===== src/rtl/shared_reg_arbiter_if.sv =====
// Bus bundle for the shared register arbiter: requester-side inputs and
// the registered grant/status/data outputs.
interface shared_reg_arbiter_if #(
  parameter int N_REQ = 4,
  parameter int WIDTH = 8
);
  logic [N_REQ-1:0]       req;
  logic [N_REQ-1:0]       wr_en;
  logic [N_REQ*WIDTH-1:0] d_in;
  logic [N_REQ-1:0]       gnt;
  logic [1:0]             owner;
  logic                   busy;
  logic [WIDTH-1:0]       Q;
  logic                   timeout;

  // Requesters drive the request side and observe the status side.
  modport master (
    output req, wr_en, d_in,
    input  gnt, owner, busy, Q, timeout
  );

  // The arbiter consumes requests and drives the status side.
  modport slave (
    input  req, wr_en, d_in,
    output gnt, owner, busy, Q, timeout
  );
endinterface


===== src/rtl/shared_reg_arbiter.sv =====
// Round-robin arbiter granting tenure of a single shared register to one of
// N_REQ requesters. A tenure ends when the owner drops its request or after
// MAX_HOLD grant cycles; every release is followed by exactly one idle cycle.
module shared_reg_arbiter #(
  parameter int N_REQ    = 4,
  parameter int WIDTH    = 8,
  parameter int MAX_HOLD = 4
) (
  input  logic               clk,
  input  logic               reset,
  shared_reg_arbiter_if.slave bus
);

  localparam logic [0:0] IDLE  = 1'b0;
  localparam logic [0:0] GRANT = 1'b1;

  // Counter value reached on the last allowed grant cycle.
  localparam logic [3:0] LAST_CNT = 4'(MAX_HOLD - 1);

  logic [0:0]       state_q,   state_d;
  logic [N_REQ-1:0] gnt_q,     gnt_d;
  logic [1:0]       owner_q,   owner_d;
  logic             busy_q,    busy_d;
  logic [WIDTH-1:0] q_q,       q_d;
  logic             timeout_q, timeout_d;
  logic [3:0]       cnt_q,     cnt_d;
  logic [1:0]       last_q,    last_d;

  logic [1:0]       winner;
  logic             found;
  logic [1:0]       cand;
  logic             owner_req;
  logic             owner_wr;
  logic [WIDTH-1:0] owner_data;

  // Round-robin search starting just after the previous owner; the
  // previous owner itself is examined last, giving it lowest priority.
  always_comb begin
    winner = last_q;
    found  = 1'b0;
    cand   = last_q;
    for (int k = 1; k <= N_REQ; k++) begin
      cand = last_q + 2'(k);
      if (!found && bus.req[cand]) begin
        winner = cand;
        found  = 1'b1;
      end
    end
  end

  // Current owner's request, strobe and data slice.
  always_comb begin
    owner_req  = bus.req[owner_q];
    owner_wr   = bus.wr_en[owner_q];
    owner_data = bus.d_in[owner_q*WIDTH +: WIDTH];
  end

  // Next-state logic: grant from IDLE, write/count/release in GRANT.
  always_comb begin
    state_d   = state_q;
    gnt_d     = gnt_q;
    owner_d   = owner_q;
    busy_d    = busy_q;
    q_d       = q_q;
    timeout_d = 1'b0;
    cnt_d     = cnt_q;
    last_d    = last_q;
    case (state_q)
      IDLE: begin
        cnt_d = 4'd0;
        if (found) begin
          state_d        = GRANT;
          gnt_d          = '0;
          gnt_d[winner]  = 1'b1;
          owner_d        = winner;
          busy_d         = 1'b1;
        end
      end
      GRANT: begin
        // The owner's write lands even on the releasing edge.
        if (owner_wr) begin
          q_d = owner_data;
        end
        if (!owner_req || (cnt_q == LAST_CNT)) begin
          state_d   = IDLE;
          gnt_d     = '0;
          busy_d    = 1'b0;
          last_d    = owner_q;
          cnt_d     = 4'd0;
          // Only an expiry with the request still held counts as timeout.
          timeout_d = owner_req;
        end else if (cnt_q != 4'hF) begin
          cnt_d = cnt_q + 4'd1;
        end
      end
      default: begin
        state_d = IDLE;
        gnt_d   = '0;
        busy_d  = 1'b0;
      end
    endcase
  end

  // State registers with asynchronous active-low reset.
  always_ff @(posedge clk or negedge reset) begin
    if (!reset) begin
      state_q   <= IDLE;
      gnt_q     <= '0;
      owner_q   <= 2'd0;
      busy_q    <= 1'b0;
      q_q       <= '0;
      timeout_q <= 1'b0;
      cnt_q     <= 4'd0;
      last_q    <= 2'(N_REQ - 1);
    end else begin
      state_q   <= state_d;
      gnt_q     <= gnt_d;
      owner_q   <= owner_d;
      busy_q    <= busy_d;
      q_q       <= q_d;
      timeout_q <= timeout_d;
      cnt_q     <= cnt_d;
      last_q    <= last_d;
    end
  end

  assign bus.gnt     = gnt_q;
  assign bus.owner   = owner_q;
  assign bus.busy    = busy_q;
  assign bus.Q       = q_q;
  assign bus.timeout = timeout_q;

endmodule


===== src/flat_wrapper.sv =====
// flat-port wrapper written by rule: the top's interface ports become plain ports
module shared_reg_arbiter_flat 
#(
  parameter int N_REQ    = 4,
  parameter int WIDTH    = 8,
  parameter int MAX_HOLD = 4
)
  (clk, reset, bus_req, bus_wr_en, bus_d_in, bus_gnt, bus_owner, bus_busy, bus_Q, bus_timeout);
  shared_reg_arbiter_if #(.N_REQ(N_REQ), .WIDTH(WIDTH)) bus_i ();
  input  logic clk;
  input  logic reset;
  input wire logic [$bits(bus_i.req)-1:0] bus_req;
  input wire logic [$bits(bus_i.wr_en)-1:0] bus_wr_en;
  input wire logic [$bits(bus_i.d_in)-1:0] bus_d_in;
  output wire logic [$bits(bus_i.gnt)-1:0] bus_gnt;
  output wire logic [$bits(bus_i.owner)-1:0] bus_owner;
  output wire logic [$bits(bus_i.busy)-1:0] bus_busy;
  output wire logic [$bits(bus_i.Q)-1:0] bus_Q;
  output wire logic [$bits(bus_i.timeout)-1:0] bus_timeout;
  assign bus_i.req = bus_req;
  assign bus_i.wr_en = bus_wr_en;
  assign bus_i.d_in = bus_d_in;
  assign bus_gnt = bus_i.gnt;
  assign bus_owner = bus_i.owner;
  assign bus_busy = bus_i.busy;
  assign bus_Q = bus_i.Q;
  assign bus_timeout = bus_i.timeout;
  shared_reg_arbiter #(.N_REQ(N_REQ), .WIDTH(WIDTH), .MAX_HOLD(MAX_HOLD)) u_core (.clk(clk), .reset(reset), .bus(bus_i));
endmodule

===== config.mk =====
export PLATFORM = sky130hd
export DESIGN_NAME = shared_reg_arbiter_flat
export DESIGN_NICKNAME = d
export VERILOG_FILES = /design/src/rtl/shared_reg_arbiter_if.sv /design/src/rtl/shared_reg_arbiter.sv /design/src/flat_wrapper.sv
export SDC_FILE = /design/constraint.sdc
export NUM_CORES = 1
export LEC_CHECK = 0
export CORE_ASPECT_RATIO = 2
export CORE_UTILIZATION = 41
export DETAILED_ROUTE_END_ITERATION = 8
export PLACE_DENSITY_LB_ADDON = 0.08
export SYNTH_ARGS = -nofsm -noshare
export SYNTH_HDL_FRONTEND = slang
export SYNTH_SLANG_ARGS = --single-unit

===== constraint.sdc =====
create_clock -name clk -period 2.2 [get_ports clk]
set_input_delay 0.22 -clock clk [delete_from_list [all_inputs] [get_ports clk]]
set_output_delay 0.22 -clock clk [all_outputs]
set_load 0.01 [all_outputs]

==> results by group <==
Worst setup path
  • Crit. End Element: flip-flop
  • Crit Path Max Fanout: 7
  • Worst Path Arrival: 2050 ps
  • Worst EP required: 2350 ps
  • Critical path type: flip-flop to flip-flop
  • Startpoint types: flip-flop

Place
  • Gpl congestion: 0.783
  • IO buf count: 57
  • Dpl hpwl: 2600 um

Clocking
  • Setup Fix Bufs, Post-CTS: 0
  • CTS resizes: 0
  • Worst skew pair latency: 260 ps
  • Hold-fix buffers, CTS: 0
  • Clk pin slew, worst setup/hold paths: 80 ps
  • Sink Count: 23
  • Clock buffer depth: 2
  • CTS Buf Count: 3
  • CTS H-tree depth: 1
  • Root Buffer: clkbuf_8
  • CTS tree: done

Floorplan
  • Die height: 80.3 um
  • Core footprint: ~0.003 mm^2
  • I/O pins: 58
  • Die area: 0.00330 mm^2
  • Row cnt: 28
  • Initial Util: 0.427
  • Die width: around 41 um

Timing
  • Max Freq: 527 MHz
  • Fin Setup TNS: 0 ps
  • Slew Limit Fails: 0
  • Hold WS: between 300 and 400 ps
  • Worst slew pin tran: about 530 ps
  • Final setup violation count: 0
  • Clock skew: 1.98 ps
  • Final period util: 0.863
  • Slew headroom: 0.648
  • Final Hold Viols: 0
  • Min cycle time layout: 1900 ps
  • Unrepaired setup endpoints after global routing: no

Finish
  • N_diodes: 0
  • Area delta synth->final: 52.5%
  • Fillcell total: ~260
  • Share of layout cells above drive strength 1: 0.180
  • Nets: about 200
  • Final core occ: 0.651

Drt
  • Detailed-route via count: 1,069
  • DRT antenna net count: 0
  • Post-DR wirelength/cell: roughly 17 um
  • DRC viols: 0
  • Drt via density: about 5.6
  • Drt total wl: 3180 um
  • Pre-antenna DRT Iters: 4
  • Drt initial violations: 17

GRT
  • Initial antenna violation count: 0
  • First-pass GRT wire length: approximately 5000 um
  • Gr usage total: 0.230
  • Largest net degree at the start of global routing: 24
  • Grt total ovfl: 0
  • Number of global-route vias before repair: 1,186

Yosys
  • Yosys reg bits: 23
  • Average size of a mapped cell: 12.4 um^2
  • Mapped Area: 0.00126 mm^2
  • Top-count cell post-synth: dfrtp_1
  • Post-synth top flop: dfrtp_1
  • Asr flop ratio synth: 1.00
  • Post-Synthesis Net Count: 144
  • Synth area leader: dfrtp_1
  • Ranking of synthesized cells by area: dfrtp_1 (42%), mux4_2 (18%), mux2_2 (7.2%)
  • Commonest cells in the synthesized netlist: dfrtp_1 (21), mux4_2 (10), nor2_1 (9)
  • Area share of the largest cell type after synthesis: 0.418
  • Synth Instances: roughly 100
  • EDFF count, synth: 0
  • Seq/Total Area, Yosys: 0.460
  • Netlist cell types: 32
  • YS warnings: 0

Power and ir drop
  • Power Dens Cells: ~1200 mW/mm^2
  • Worst vdd ir: 0.000672 V
  • Static Leakage: just under 0.0008 uW

Hold path
  • Hold WC Path Type: primary input to async pin

Job
  • Max-Cap Viols: 0

Status
  • Status: complete, no violations
[cell usage in the layout, fill, tap and decap left out, types with 4 or more instances in the layout]
cell / instances
mux2_2: 8
o21ai_0: 4
a21oi_1: 7
mux4_2: 10
nand2_1: 5
clkdlybuf4s50_1: 57
nor2_1: 9
dfrtp_1: 21
nand3_1: 4
[flip-flops by register name, summed over array words and instances (netlist names)]
register	count
u_core.bus.Q	8
u_core.bus.owner	2
u_core.bus.timeout	1
u_core.bus.gnt	4
u_core.last_q	2
u_core.state_q	1
u_core.bus.busy	1
u_core.cnt_q	4
[logic make-up (layout without fill, tap and decap cells)]
family          count (synthesis)  count (layout)  synth area share
compound gates                 22              22             0.119
mux                            22              22             0.285
simple gates                   27              27             0.107
buf+inv                         6              66            0.0199
flops                          23              23             0.460
fa+ha+maj                       1               1           0.00996
[path summary, 6_finish.rpt]
kind / startpoint / endpoint / slack (ps) / cells past startpoint
worst max-delay path: u_core.cnt_q[0]$_DFFE_PN0P_ / u_core.bus.gnt[2]$_DFFE_PN0P_ / 300 / 5
worst min-delay path: reset / u_core.bus.Q[5]$_DFFE_PN0P_ / 320 / 2
worst max register to register: u_core.cnt_q[0]$_DFFE_PN0P_ / u_core.bus.gnt[2]$_DFFE_PN0P_ / 300 / 5
worst min register to register: u_core.bus.gnt[0]$_DFFE_PN0P_ / u_core.bus.gnt[0]$_DFFE_PN0P_ / 510 / 1
max in group asynchronous: reset / u_core.last_q[0]$_DFFE_PN1P_ / 1600 / 2
min in group clk: u_core.bus.gnt[0]$_DFFE_PN0P_ / u_core.bus.gnt[0]$_DFFE_PN0P_ / 510 / 1
[power breakdown]
group | internal, uW | total (uW) | switching [uW] | leakage (uW)
Sequential | 613 | 767 | 154 | 0.000283
Combinational | 717 | 1210 | 493 | 0.000465
Clock | 126 | 260 | 134 | 0.0000255
Total | 1460 | 2240 | 781 | 0.000773
[worst max-delay path, stage by stage, from the launching register on]
cell and delay [ps]:
dfrtp_1 440, ha_1 320, or3b_1 440, a21boi_2 270, nor2_1 130, a22o_1 200
[per-layer routing]
layer	GRT usage	vias to the layer above	share of wire
li1	-	505	-
met1	0.230	520	0.34
met2	0.414	38	0.58
met3	0.0442	6	0.059
met4	0.100	0	0.024
met5	0	-	0
[per-stage QoR]
step	worst slack [ps]	area (um^2)	power, uW	instances
2_1_floorplan	500	1260	1480	101
4_1_cts	269	1920	2270	191
3_3_place_gp	283	1870	1970	187
6_report	302	1920	2240	191
5_1_grt	139	1920	2420	191
3_5_place_dp	220	1870	2010	187
[cell type report]
class | count | area [um^2] | share of cell area
tap | 30 | 37.5 | 0.0196
clock buffer | 3 | 41.3 | 0.0216
multi-input combinational | 72 | 653 | 0.341
inverter | 2 | 7.51 | 0.00392
timing repair buffer | 60 | 593 | 0.310
clock inverter | 1 | 5.00 | 0.00261
sequential | 23 | 578 | 0.302
Note: power is estimated with default switching activity, not from simulation.
